$ cat src/rtl/axi_parameters.sv
// Shared AXI4 widths and the write-arbiter state encoding.
package axi_parameters;

  localparam int unsigned ID_WIDTH   = 4;
  localparam int unsigned ADDR_WIDTH = 32;
  localparam int unsigned DATA_WIDTH = 32;

  typedef logic [1:0] arb_state_t;

  localparam arb_state_t IDLE = 2'd0;
  localparam arb_state_t ADDR = 2'd1;
  localparam arb_state_t DATA = 2'd2;
  localparam arb_state_t RESP = 2'd3;

endpackage

$ cat src/rtl/axi4_wr_arbiter_if.sv
// Master-side request arrays and slave-side write channels of the write arbiter.
interface axi4_wr_arbiter_if #(
  parameter int unsigned NUM_M = 2
);
  import axi_parameters::*;

  logic [NUM_M*ID_WIDTH-1:0]     m_awid;
  logic [NUM_M*ADDR_WIDTH-1:0]   m_awaddr;
  logic [NUM_M*8-1:0]            m_awlen;
  logic [NUM_M*3-1:0]            m_awsize;
  logic [NUM_M*2-1:0]            m_awburst;
  logic [NUM_M-1:0]              m_awvalid;
  logic [NUM_M-1:0]              m_awready;
  logic [NUM_M*DATA_WIDTH-1:0]   m_wdata;
  logic [NUM_M*DATA_WIDTH/8-1:0] m_wstrb;
  logic [NUM_M-1:0]              m_wlast;
  logic [NUM_M-1:0]              m_wvalid;
  logic [NUM_M-1:0]              m_wready;
  logic [ID_WIDTH-1:0]           m_bid;
  logic [1:0]                    m_bresp;
  logic [NUM_M-1:0]              m_bvalid;
  logic [NUM_M-1:0]              m_bready;

  logic [ID_WIDTH-1:0]           s_awid;
  logic [ADDR_WIDTH-1:0]         s_awaddr;
  logic [7:0]                    s_awlen;
  logic [2:0]                    s_awsize;
  logic [1:0]                    s_awburst;
  logic                          s_awlock;
  logic [3:0]                    s_awcache;
  logic [2:0]                    s_awprot;
  logic [3:0]                    s_awqos;
  logic                          s_awvalid;
  logic                          s_awready;
  logic [DATA_WIDTH-1:0]         s_wdata;
  logic [DATA_WIDTH/8-1:0]       s_wstrb;
  logic                          s_wlast;
  logic                          s_wvalid;
  logic                          s_wready;
  logic [ID_WIDTH-1:0]           s_bid;
  logic [1:0]                    s_bresp;
  logic                          s_bvalid;
  logic                          s_bready;

  // master: the surrounding system (requesting masters plus downstream slave); slave: the arbiter
  modport master (
    output m_awid, m_awaddr, m_awlen, m_awsize, m_awburst, m_awvalid,
    output m_wdata, m_wstrb, m_wlast, m_wvalid, m_bready,
    input  m_awready, m_wready, m_bid, m_bresp, m_bvalid,
    input  s_awid, s_awaddr, s_awlen, s_awsize, s_awburst, s_awlock, s_awcache, s_awprot,
    input  s_awqos, s_awvalid, s_wdata, s_wstrb, s_wlast, s_wvalid, s_bready,
    output s_awready, s_wready, s_bid, s_bresp, s_bvalid
  );

  modport slave (
    input  m_awid, m_awaddr, m_awlen, m_awsize, m_awburst, m_awvalid,
    input  m_wdata, m_wstrb, m_wlast, m_wvalid, m_bready,
    output m_awready, m_wready, m_bid, m_bresp, m_bvalid,
    output s_awid, s_awaddr, s_awlen, s_awsize, s_awburst, s_awlock, s_awcache, s_awprot,
    output s_awqos, s_awvalid, s_wdata, s_wstrb, s_wlast, s_wvalid, s_bready,
    input  s_awready, s_wready, s_bid, s_bresp, s_bvalid
  );

endinterface

$ cat src/rtl/rr_pick.sv
// Combinational round-robin selector: first requester strictly after last_ptr, wrapping.
module rr_pick #(
  parameter int unsigned NUM_M = 2,
  parameter int unsigned IdxW  = $clog2(NUM_M)
) (
  input  logic [NUM_M-1:0] req,
  input  logic [IdxW-1:0]  last_ptr,
  output logic [NUM_M-1:0] grant,
  output logic [IdxW-1:0]  index
);

  logic [IdxW-1:0] cand;
  logic            found;

  always_comb begin
    grant = '0;
    index = '0;
    cand  = '0;
    found = 1'b0;
    for (int unsigned k = 1; k <= NUM_M; k++) begin
      cand = IdxW'((32'(last_ptr) + k) % NUM_M);
      if (!found && req[cand]) begin
        found        = 1'b1;
        grant[cand]  = 1'b1;
        index        = cand;
      end
    end
  end

endmodule

$ cat src/rtl/axi4_wr_arbiter.sv
// Round-robin AXI4 write-path arbiter: one master owns AW, W and B from grant until the B handshake.
module axi4_wr_arbiter
  import axi_parameters::*;
#(
  parameter int unsigned NUM_M = 2
) (
  input  logic             clock,
  input  logic             reset,
  axi4_wr_arbiter_if.slave bus,
  output logic [NUM_M-1:0] grant,
  output logic             busy,
  output logic             wlast_err
);

  localparam int unsigned IdxW  = $clog2(NUM_M);
  localparam int unsigned StrbW = DATA_WIDTH / 8;

  arb_state_t       state_q, state_d;
  logic [NUM_M-1:0] grant_q, grant_d;
  logic [IdxW-1:0]  g_q, g_d;
  logic [IdxW-1:0]  last_ptr_q, last_ptr_d;
  logic [7:0]       awlen_q, awlen_d;
  logic [7:0]       beat_cnt_q, beat_cnt_d;
  logic [NUM_M-1:0] pick_grant;
  logic [IdxW-1:0]  pick_index;
  int unsigned      gi;
  logic             aw_hs, w_hs, b_hs;

  rr_pick #(
    .NUM_M (NUM_M),
    .IdxW  (IdxW)
  ) u_rr_pick (
    .req      (bus.m_awvalid),
    .last_ptr (last_ptr_q),
    .grant    (pick_grant),
    .index    (pick_index)
  );

  assign gi    = 32'(g_q);
  assign aw_hs = (state_q == ADDR) && bus.m_awvalid[g_q] && bus.s_awready;
  assign w_hs  = (state_q == DATA) && bus.m_wvalid[g_q] && bus.s_wready;
  assign b_hs  = (state_q == RESP) && bus.s_bvalid && bus.m_bready[g_q];

  always_comb begin
    state_d    = state_q;
    grant_d    = grant_q;
    g_d        = g_q;
    last_ptr_d = last_ptr_q;
    awlen_d    = awlen_q;
    beat_cnt_d = beat_cnt_q;
    unique case (state_q)
      IDLE: if (|bus.m_awvalid) begin
        grant_d = pick_grant;
        g_d     = pick_index;
        state_d = ADDR;
      end
      ADDR: if (aw_hs) begin
        awlen_d    = bus.m_awlen[gi*8 +: 8];
        beat_cnt_d = '0;
        state_d    = DATA;
      end
      // Only WLAST ends the burst; a count mismatch is flagged, never enforced.
      DATA: if (w_hs) begin
        beat_cnt_d = beat_cnt_q + 8'd1;
        if (bus.m_wlast[g_q]) state_d = RESP;
      end
      RESP: if (b_hs) begin
        last_ptr_d = g_q;
        grant_d    = '0;
        state_d    = IDLE;
      end
      default: state_d = IDLE;
    endcase
  end

  always_ff @(posedge clock) begin
    if (reset) begin
      state_q    <= IDLE;
      grant_q    <= '0;
      g_q        <= '0;
      last_ptr_q <= IdxW'(NUM_M - 1);
      awlen_q    <= '0;
      beat_cnt_q <= '0;
    end else begin
      state_q    <= state_d;
      grant_q    <= grant_d;
      g_q        <= g_d;
      last_ptr_q <= last_ptr_d;
      awlen_q    <= awlen_d;
      beat_cnt_q <= beat_cnt_d;
    end
  end

  always_comb begin
    bus.m_awready = '0;
    bus.m_wready  = '0;
    bus.m_bvalid  = '0;
    bus.m_bid     = '0;
    bus.m_bresp   = '0;
    bus.s_awid    = '0;
    bus.s_awaddr  = '0;
    bus.s_awlen   = '0;
    bus.s_awsize  = '0;
    bus.s_awburst = '0;
    bus.s_awvalid = 1'b0;
    bus.s_wdata   = '0;
    bus.s_wstrb   = '0;
    bus.s_wlast   = 1'b0;
    bus.s_wvalid  = 1'b0;
    bus.s_bready  = 1'b0;
    wlast_err     = 1'b0;
    unique case (state_q)
      ADDR: begin
        bus.s_awid         = bus.m_awid[gi*ID_WIDTH +: ID_WIDTH];
        bus.s_awaddr       = bus.m_awaddr[gi*ADDR_WIDTH +: ADDR_WIDTH];
        bus.s_awlen        = bus.m_awlen[gi*8 +: 8];
        bus.s_awsize       = bus.m_awsize[gi*3 +: 3];
        bus.s_awburst      = bus.m_awburst[gi*2 +: 2];
        bus.s_awvalid      = bus.m_awvalid[g_q];
        bus.m_awready[g_q] = bus.s_awready;
      end
      DATA: begin
        bus.s_wdata       = bus.m_wdata[gi*DATA_WIDTH +: DATA_WIDTH];
        bus.s_wstrb       = bus.m_wstrb[gi*StrbW +: StrbW];
        bus.s_wlast       = bus.m_wlast[g_q];
        bus.s_wvalid      = bus.m_wvalid[g_q];
        bus.m_wready[g_q] = bus.s_wready;
        wlast_err         = w_hs && (bus.m_wlast[g_q] != (beat_cnt_q == awlen_q));
      end
      RESP: begin
        bus.m_bvalid[g_q] = bus.s_bvalid;
        bus.s_bready      = bus.m_bready[g_q];
        bus.m_bid         = bus.s_bid;
        bus.m_bresp       = bus.s_bresp;
      end
      default: ;
    endcase
  end

  assign bus.s_awlock  = 1'b0;
  assign bus.s_awcache = 4'd0;
  assign bus.s_awprot  = 3'd0;
  assign bus.s_awqos   = 4'd0;

  assign grant = grant_q;
  assign busy  = (state_q != IDLE);

endmodule
$ cat src/flat_wrapper.sv
// flat-port wrapper written by rule: the top's interface ports become plain ports
module axi4_wr_arbiter_flat import axi_parameters::*;
#(
  parameter int unsigned NUM_M = 2
)
  (clock, reset, grant, busy, wlast_err, bus_m_awid, bus_m_awaddr, bus_m_awlen, bus_m_awsize, bus_m_awburst, bus_m_awvalid, bus_m_wdata, bus_m_wstrb, bus_m_wlast, bus_m_wvalid, bus_m_bready, bus_m_awready, bus_m_wready, bus_m_bid, bus_m_bresp, bus_m_bvalid, bus_s_awid, bus_s_awaddr, bus_s_awlen, bus_s_awsize, bus_s_awburst, bus_s_awlock, bus_s_awcache, bus_s_awprot, bus_s_awqos, bus_s_awvalid, bus_s_wdata, bus_s_wstrb, bus_s_wlast, bus_s_wvalid, bus_s_bready, bus_s_awready, bus_s_wready, bus_s_bid, bus_s_bresp, bus_s_bvalid);
  axi4_wr_arbiter_if #(.NUM_M(NUM_M)) bus_i ();
  input  logic clock;
  input  logic reset;
  output logic [NUM_M-1:0] grant;
  output logic busy;
  output logic wlast_err;
  input wire logic [$bits(bus_i.m_awid)-1:0] bus_m_awid;
  input wire logic [$bits(bus_i.m_awaddr)-1:0] bus_m_awaddr;
  input wire logic [$bits(bus_i.m_awlen)-1:0] bus_m_awlen;
  input wire logic [$bits(bus_i.m_awsize)-1:0] bus_m_awsize;
  input wire logic [$bits(bus_i.m_awburst)-1:0] bus_m_awburst;
  input wire logic [$bits(bus_i.m_awvalid)-1:0] bus_m_awvalid;
  input wire logic [$bits(bus_i.m_wdata)-1:0] bus_m_wdata;
  input wire logic [$bits(bus_i.m_wstrb)-1:0] bus_m_wstrb;
  input wire logic [$bits(bus_i.m_wlast)-1:0] bus_m_wlast;
  input wire logic [$bits(bus_i.m_wvalid)-1:0] bus_m_wvalid;
  input wire logic [$bits(bus_i.m_bready)-1:0] bus_m_bready;
  output wire logic [$bits(bus_i.m_awready)-1:0] bus_m_awready;
  output wire logic [$bits(bus_i.m_wready)-1:0] bus_m_wready;
  output wire logic [$bits(bus_i.m_bid)-1:0] bus_m_bid;
  output wire logic [$bits(bus_i.m_bresp)-1:0] bus_m_bresp;
  output wire logic [$bits(bus_i.m_bvalid)-1:0] bus_m_bvalid;
  output wire logic [$bits(bus_i.s_awid)-1:0] bus_s_awid;
  output wire logic [$bits(bus_i.s_awaddr)-1:0] bus_s_awaddr;
  output wire logic [$bits(bus_i.s_awlen)-1:0] bus_s_awlen;
  output wire logic [$bits(bus_i.s_awsize)-1:0] bus_s_awsize;
  output wire logic [$bits(bus_i.s_awburst)-1:0] bus_s_awburst;
  output wire logic [$bits(bus_i.s_awlock)-1:0] bus_s_awlock;
  output wire logic [$bits(bus_i.s_awcache)-1:0] bus_s_awcache;
  output wire logic [$bits(bus_i.s_awprot)-1:0] bus_s_awprot;
  output wire logic [$bits(bus_i.s_awqos)-1:0] bus_s_awqos;
  output wire logic [$bits(bus_i.s_awvalid)-1:0] bus_s_awvalid;
  output wire logic [$bits(bus_i.s_wdata)-1:0] bus_s_wdata;
  output wire logic [$bits(bus_i.s_wstrb)-1:0] bus_s_wstrb;
  output wire logic [$bits(bus_i.s_wlast)-1:0] bus_s_wlast;
  output wire logic [$bits(bus_i.s_wvalid)-1:0] bus_s_wvalid;
  output wire logic [$bits(bus_i.s_bready)-1:0] bus_s_bready;
  input wire logic [$bits(bus_i.s_awready)-1:0] bus_s_awready;
  input wire logic [$bits(bus_i.s_wready)-1:0] bus_s_wready;
  input wire logic [$bits(bus_i.s_bid)-1:0] bus_s_bid;
  input wire logic [$bits(bus_i.s_bresp)-1:0] bus_s_bresp;
  input wire logic [$bits(bus_i.s_bvalid)-1:0] bus_s_bvalid;
  assign bus_i.m_awid = bus_m_awid;
  assign bus_i.m_awaddr = bus_m_awaddr;
  assign bus_i.m_awlen = bus_m_awlen;
  assign bus_i.m_awsize = bus_m_awsize;
  assign bus_i.m_awburst = bus_m_awburst;
  assign bus_i.m_awvalid = bus_m_awvalid;
  assign bus_i.m_wdata = bus_m_wdata;
  assign bus_i.m_wstrb = bus_m_wstrb;
  assign bus_i.m_wlast = bus_m_wlast;
  assign bus_i.m_wvalid = bus_m_wvalid;
  assign bus_i.m_bready = bus_m_bready;
  assign bus_m_awready = bus_i.m_awready;
  assign bus_m_wready = bus_i.m_wready;
  assign bus_m_bid = bus_i.m_bid;
  assign bus_m_bresp = bus_i.m_bresp;
  assign bus_m_bvalid = bus_i.m_bvalid;
  assign bus_s_awid = bus_i.s_awid;
  assign bus_s_awaddr = bus_i.s_awaddr;
  assign bus_s_awlen = bus_i.s_awlen;
  assign bus_s_awsize = bus_i.s_awsize;
  assign bus_s_awburst = bus_i.s_awburst;
  assign bus_s_awlock = bus_i.s_awlock;
  assign bus_s_awcache = bus_i.s_awcache;
  assign bus_s_awprot = bus_i.s_awprot;
  assign bus_s_awqos = bus_i.s_awqos;
  assign bus_s_awvalid = bus_i.s_awvalid;
  assign bus_s_wdata = bus_i.s_wdata;
  assign bus_s_wstrb = bus_i.s_wstrb;
  assign bus_s_wlast = bus_i.s_wlast;
  assign bus_s_wvalid = bus_i.s_wvalid;
  assign bus_s_bready = bus_i.s_bready;
  assign bus_i.s_awready = bus_s_awready;
  assign bus_i.s_wready = bus_s_wready;
  assign bus_i.s_bid = bus_s_bid;
  assign bus_i.s_bresp = bus_s_bresp;
  assign bus_i.s_bvalid = bus_s_bvalid;
  axi4_wr_arbiter #(.NUM_M(NUM_M)) u_core (.clock(clock), .reset(reset), .bus(bus_i), .grant(grant), .busy(busy), .wlast_err(wlast_err));
endmodule
$ cat config.mk
export PLATFORM = sky130hd
export DESIGN_NAME = axi4_wr_arbiter_flat
export DESIGN_NICKNAME = d
export VERILOG_FILES = /design/src/rtl/axi_parameters.sv /design/src/rtl/axi4_wr_arbiter_if.sv /design/src/rtl/rr_pick.sv /design/src/rtl/axi4_wr_arbiter.sv /design/src/flat_wrapper.sv
export SDC_FILE = /design/constraint.sdc
export NUM_CORES = 1
export LEC_CHECK = 0
export ABC_AREA = 0
export CELL_PAD_IN_SITES_DETAIL_PLACEMENT = 1
export CELL_PAD_IN_SITES_GLOBAL_PLACEMENT = 1
export CORE_MARGIN = 1.5
export CORE_UTILIZATION = 19
export DETAILED_ROUTE_END_ITERATION = 10
export GPL_ROUTABILITY_DRIVEN = 0
export PLACE_DENSITY_LB_ADDON = 0.25
export SYNTH_ARGS = -nofsm -noshare
export SYNTH_HDL_FRONTEND = slang
export SYNTH_SLANG_ARGS = --single-unit
$ cat constraint.sdc
create_clock -name clock -period 2.5 [get_ports clock]
set_input_delay 0.25 -clock clock [delete_from_list [all_inputs] [get_ports clock]]
set_output_delay 0.25 -clock clock [all_outputs]
set_load 0.01 [all_outputs]
-- After elaboration in Yosys (flattened, before gate mapping)
Index checks and enable logic that the tools add are counted.
Widths: inputs -> output; s select.
- divide/modulo/power cells: 0
- mux-type cells: 51
- magnitude comparators: 6
- reductions and logical operators: 23
- bitwise gates (word level): 4
- eq/ne operators: 10
- shift operators: 7
- $add $sub $neg: 3
- multipliers: 1
- operator list (cell ; count):
    $shiftx 64x7->32 ; 2
    $mux 32 ; 2
    $shiftx 6x33->3 ; 1
    $mux 2 ; 13
    $mux 8 ; 3
    $mux 1 ; 23
    $pmux 8 s2 ; 1
    $shiftx 16x5->8 ; 1
    $shiftx 8x4->4 ; 2
    $mux 4 ; 3
    $logic_and 1x1->1 ; 11
    $add 8x1->8 const B ; 1
    $eq 8x8->1 ; 1
    $ne 2x1->1 const B ; 4
    $pmux 2 s4 ; 1
    $and 2x2->2 ; 3
    $lt 1x2->1 const B ; 3
    $reduce_and 2->1 ; 3
    $reduce_and 3->1 ; 2
    $reduce_bool 2->1 ; 3
    $reduce_and 5->1 ; 1
    $eq 2x2->1 const B ; 2
    $pmux 2 s2 ; 1
    $shiftx 4x3->2 ; 1
    other kinds (12) ; 17
- word-level logic and storage cells: 111
- bits in writable memories: 0
- bits in read-only memories: 0
- bits in latches: 0
- memories: 0
- bits of input ports: 189
- register bits: 22

-- Logic depth before layout (Yosys ltp)
- depth in word-level cells: 10
- mapped depth: 7

-- Hierarchy
A second synthesis with hierarchy kept.
- cells, all modules: 360
- area, all modules: 2735.1 µm²
- modules (own cells, without submodules) (module ; times used ; area each (µm²) ; seq. area each (µm²) ; cells an instance):
    axi4_wr_arbiter ; 1 ; 2708.8 ; 440.4 ; 356
    rr_pick ; 1 ; 26.3 ; 0.0 ; 4

-- Worst setup path before layout
OpenSTA, ideal clock, no wires.
- kind: register to output
- from: register u_core.state_q[0]
- to: output bus_s_wdata[14]
- data required time: 2.250 ns
- stages on the path, launching flop included: 7
- path slack: 0.765 ns
- arrival time: 1.485 ns
- buffers on the path: 2
- cell sequence: dfxtp_1 inv_1 ha_1 clkinv_1 buf_1 clkbuf_1 nor2_1
- longest elaborated chain between the ends: 2
- RTL lines (element ; line ; text):
    start: declaration ; axi4_wr_arbiter.sv:18 ; arb_state_t state_q, state_d;
    start signal: assignment ; axi4_wr_arbiter.sv:85 ; state_q <= state_d;
    $eq 2x2->1 ; axi4_wr_arbiter.sv:112 ; unique case (state_q)
    $mux 32 ; axi4_wr_arbiter.sv:112 ;
    end: declaration ; flat_wrapper.sv:39 ; output wire logic [$bits(bus_i.s_wdata)-1:0] bus_s_wdata;
No other way between the ends.

-- Worst setup path in the final report
- from: register u_core.beat_cnt_q[4]
- to: output wlast_err
- longest elaborated chain between the ends: 4
- RTL lines (element ; line ; text):
    start: declaration ; axi4_wr_arbiter.sv:23 ; logic [7:0] beat_cnt_q, beat_cnt_d;
    start signal: assignment ; axi4_wr_arbiter.sv:90 ; beat_cnt_q <= beat_cnt_d;
    $eq 8x8->1 ; axi4_wr_arbiter.sv:128 ; wlast_err = w_hs && (bus.m_wlast[g_q] != (beat_cnt_q == awlen_q));
    $ne 1x1->1 ; axi4_wr_arbiter.sv:128 ;
    $logic_and 1x1->1 ; axi4_wr_arbiter.sv:128 ;
    $mux 1 ; axi4_wr_arbiter.sv:112 ;
    end: declaration ; flat_wrapper.sv:12 ; output logic wlast_err;
No other way between the ends.

==> results_dict.tcl <==
set metrics [dict create \
    coreArea_um2 13990 \
    grt_use_met3_pct 5.627 \
    ctsHoldBuffers 0 \
    post_cts_buffers 0 \
    synth_adder_area_share_pct 2.272 \
    grtUsageMet2_pct 36.74 \
    cp.required_ps 2250 \
    synth_top_cell_area_share_pct 33.08 \
    leakagePower_nw 2.170 \
    yosysWarningCount 0 \
    grt_pass1_vias 4005 \
    multiInputGateArea_um2 2137 \
    die-area_um2 15230 \
    p_clk_share_pct 10.9 \
    drt_pass1_iterations 4 \
    hp-class "register to register" \
    cts_tree "done" \
    post-route-util_pct 42.68 \
    yosysSeqAreaShare_pct 15.99 \
    crit_slowest_cell "clkdlybuf4s50_1" \
    vias_per_cell 4.396 \
    synth-xor-area-share_pct 2.862 \
    max_freq_mhz 423.9 \
    ff2ff_setup_slack_ps 330 \
    synth.most_common_cell "mux2i_1" \
    tns_ps 0 \
    syn_inst 361 \
    critPathMaxStageDelay_ps 570 \
    met1_usage_pct 19.16 \
    setup_violations 0 \
    wl_um 14900 \
    ys_ff_latch 22 \
    end_kind "primary output" \
    cts_resized 0 \
    power_density_nw_per_um2 580.1 \
    antenna_found_initial 0 \
    path_buf_inv 1 \
    drive_gt1_share_pct 3.106 \
    async_reset_ff_share_pct 0 \
    dp_hpwl_um 12980 \
    cp-start-kind "register" \
    ys.flop_type "dfxtp_1" \
    wl_per_cell_um 18.08 \
    grt_first_pass_wirelength_um 21570 \
    maxCapViolations 0 \
    min_from "u_core.grant[1]" \
    syn2layout_area_growth_pct 116.8 \
    p_sw_share_pct 39.61 \
    grt_overflow_total 0 \
    ir_worst_vdd_mv 0.2680 \
    numPortBuffers 293 \
    post-route-min-period_ps 2359 \
    p_switching_mw 1.372 \
    clock-sinks 22 \
    r2r-end "u_core.awlen_q[1]" \
    initial_core_util_pct 19.69 \
    worst-r2r-cell-count 6 \
    period_share_pct 94.35 \
    synthDistinctLibCells 37 \
    critPathKind "register to primary output" \
    internal_power_mw 2.092 \
    synth-simple-area-share_pct 29.58 \
    whs_endpoint "u_core.grant[1]" \
    synth_compound_area_share_pct 8.178 \
    io_pins 306 \
    avgSynthCellArea_um2 7.629 \
    min_path_cells 2 \
    cts-htree-levels 1 \
    synth_top_cells_by_area "mux2i_1, dfxtp_1, nor2b_1" \
    grt.busiest_layer "met2" \
    die_h_um 123.4 \
    hold_slack_ps 503.5 \
    fp-row-count 43 \
    ant_nets 0 \
    crit_arrival_ps 2110 \
    clk_pin_slew_ps 60 \
    crit_path_max_fanout 5 \
    yosys-mux-area-fraction_pct 33.08 \
    clk_latency_ps 260 \
    synth_area_um2 2754 \
    seq_power_share_pct 13.1 \
    critical_path.top_delay_family "simple AND/OR/NAND/NOR gates" \
    comb_power_share_pct 75.9 \
    finClkSkew_ps 1.398 \
    numCtsBuffers 3 \
    hold_violations 0 \
    diodes 0 \
    nNetsFinal 839 \
    synth_top_family_by_area "multiplexers" \
    clockBufferDepth 2 \
    rsz0062_at_grt "no" \
    netlist_top_cells_count "mux2i_1, nor2_1, nor2b_1" \
    root_buffer "clkbuf_16" \
    synth_edf_count 0 \
    max_slew.worst_pin.slew_ps 993.0 \
    status "finished clean" \
    route.detailed.drc 0 \
    dieWidth_um 123.4 \
    layout.filler_cells 1649 \
    yosys.area.top_type "mux2i_1" \
    grt_max_degree 50 \
    maxSlewViolCount 0 \
    r2r-start "u_core.state_q[1]" \
    final-seq-area_um2 444.2 \
    slew_headroom_pct 33.56 \
    grt_usage_pct 18.62 \
    vias 3622 \
    drt-initial-drc-count 85 \
    cp_cell_sequence "xor2_1 > nor4_1 > nand2_1 > xnor2_1 > nor3_1 > clkdlybuf4s50_1" \
]
-- placed cells by master, fill, tap and decap left out, drive strengths merged, types with 2 or more instances in the layout --
cell type | Yosys | final
dfxtp | 22 | 22
nor4 | 2 | 2
or4 | 2 | 2
nand2 | 11 | 11
and3 | 6 | 6
nand3 | 5 | 5
buf | 24 | 11
a21oi | 12 | 12
xor2 | 8 | 8
conb | 1 | 12
nor2 | 58 | 58
nor3 | 2 | 2
mux2i | 91 | 91
clkbuf | 12 | 4
or3b | 4 | 4
nand4 | 3 | 3
a211oi | 9 | 9
inv | 5 | 5
clkdlybuf4s50 | 0 | 293
nor2b | 53 | 53
ha | 5 | 5
nand2b | 2 | 2
a31oi | 3 | 3
and2 | 6 | 6
o21ai | 7 | 7
-- per-stage QoR --
stage,total power [mW],setup WS (ps),cells,cell area (µm²)
2_1_floorplan,1.711,764.7,372,2795
3_3_place_gp,3.086,367.9,820,5882
3_5_place_dp,3.134,195.0,820,5882
4_1_cts,3.527,123.4,824,5971
5_1_grt,3.682,23.87,824,5971
6_report,3.464,141.2,824,5971
-- registers in the layout (all words and copies together) (netlist names) --
name	count
u_core.beat_cnt_q	8
u_core.state_q	2
u_core.g_q	1
u_core.last_ptr_q	1
u_core.awlen_q	8
u_core.grant	2
-- worst min-delay path, stage by stage (launching register included) --
cell,delay (ps)
dfxtp_1,330
mux2i_1,70
nor2_1,70
-- power by group through the flow --
stage	clock network, mW	registers, mW	logic (mW)
final	0.379	0.455	2.63
after CTS	0.388	0.456	2.68
after global placement	0	0.459	2.63
after global routing	0.401	0.464	2.82
after detailed placement	0	0.463	2.67
after floorplan	0	0.439	1.27
-- final cells by class --
cell class              count  area share (%)
inverters                   6          0.3772
well taps                 180           3.772
repair buffers            304           51.13
flip-flops and latches     22           7.439
clock buffers               4           1.488
multi-input cells         308           35.79
-- worst max-delay path by stage --
stage	depth (start not counted)	slack [ps]	to	startpoint
finish	6	140	wlast_err	u_core.beat_cnt_q[4]
CTS	6	120	wlast_err	u_core.beat_cnt_q[4]
floorplan	6	760	bus_s_wdata[14]	u_core.state_q[0]
global placement	5	370	u_core.awlen_q[2]	bus_m_awvalid[1]
global route	6	20	wlast_err	u_core.beat_cnt_q[3]
detailed placement	5	190	u_core.awlen_q[1]	bus_m_awvalid[0]
-- layer usage --
| metal | vias to the layer above | share of wire, % |
|---|---|---|
| li1 | 1776 | - |
| met3 | 20 | 7.8 |
| met5 | - | 0 |
| met4 | 0 | 1.9 |
| met2 | 140 | 53 |
| met1 | 1686 | 37 |
-- logic make-up (layout without fill, tap and decap cells) --
kind of cell | Yosys count | after routing
AO/OA/AOI/OAI | 35 | 35
XOR/XNOR | 9 | 9
adder cells (fa/ha/maj) | 5 | 5
buffers and inverters | 42 | 314
flip-flops | 22 | 22
multiplexers | 91 | 91
other | 1 | 12
AND/OR/NAND/NOR | 156 | 156
(Power assumes the default switching activity.)
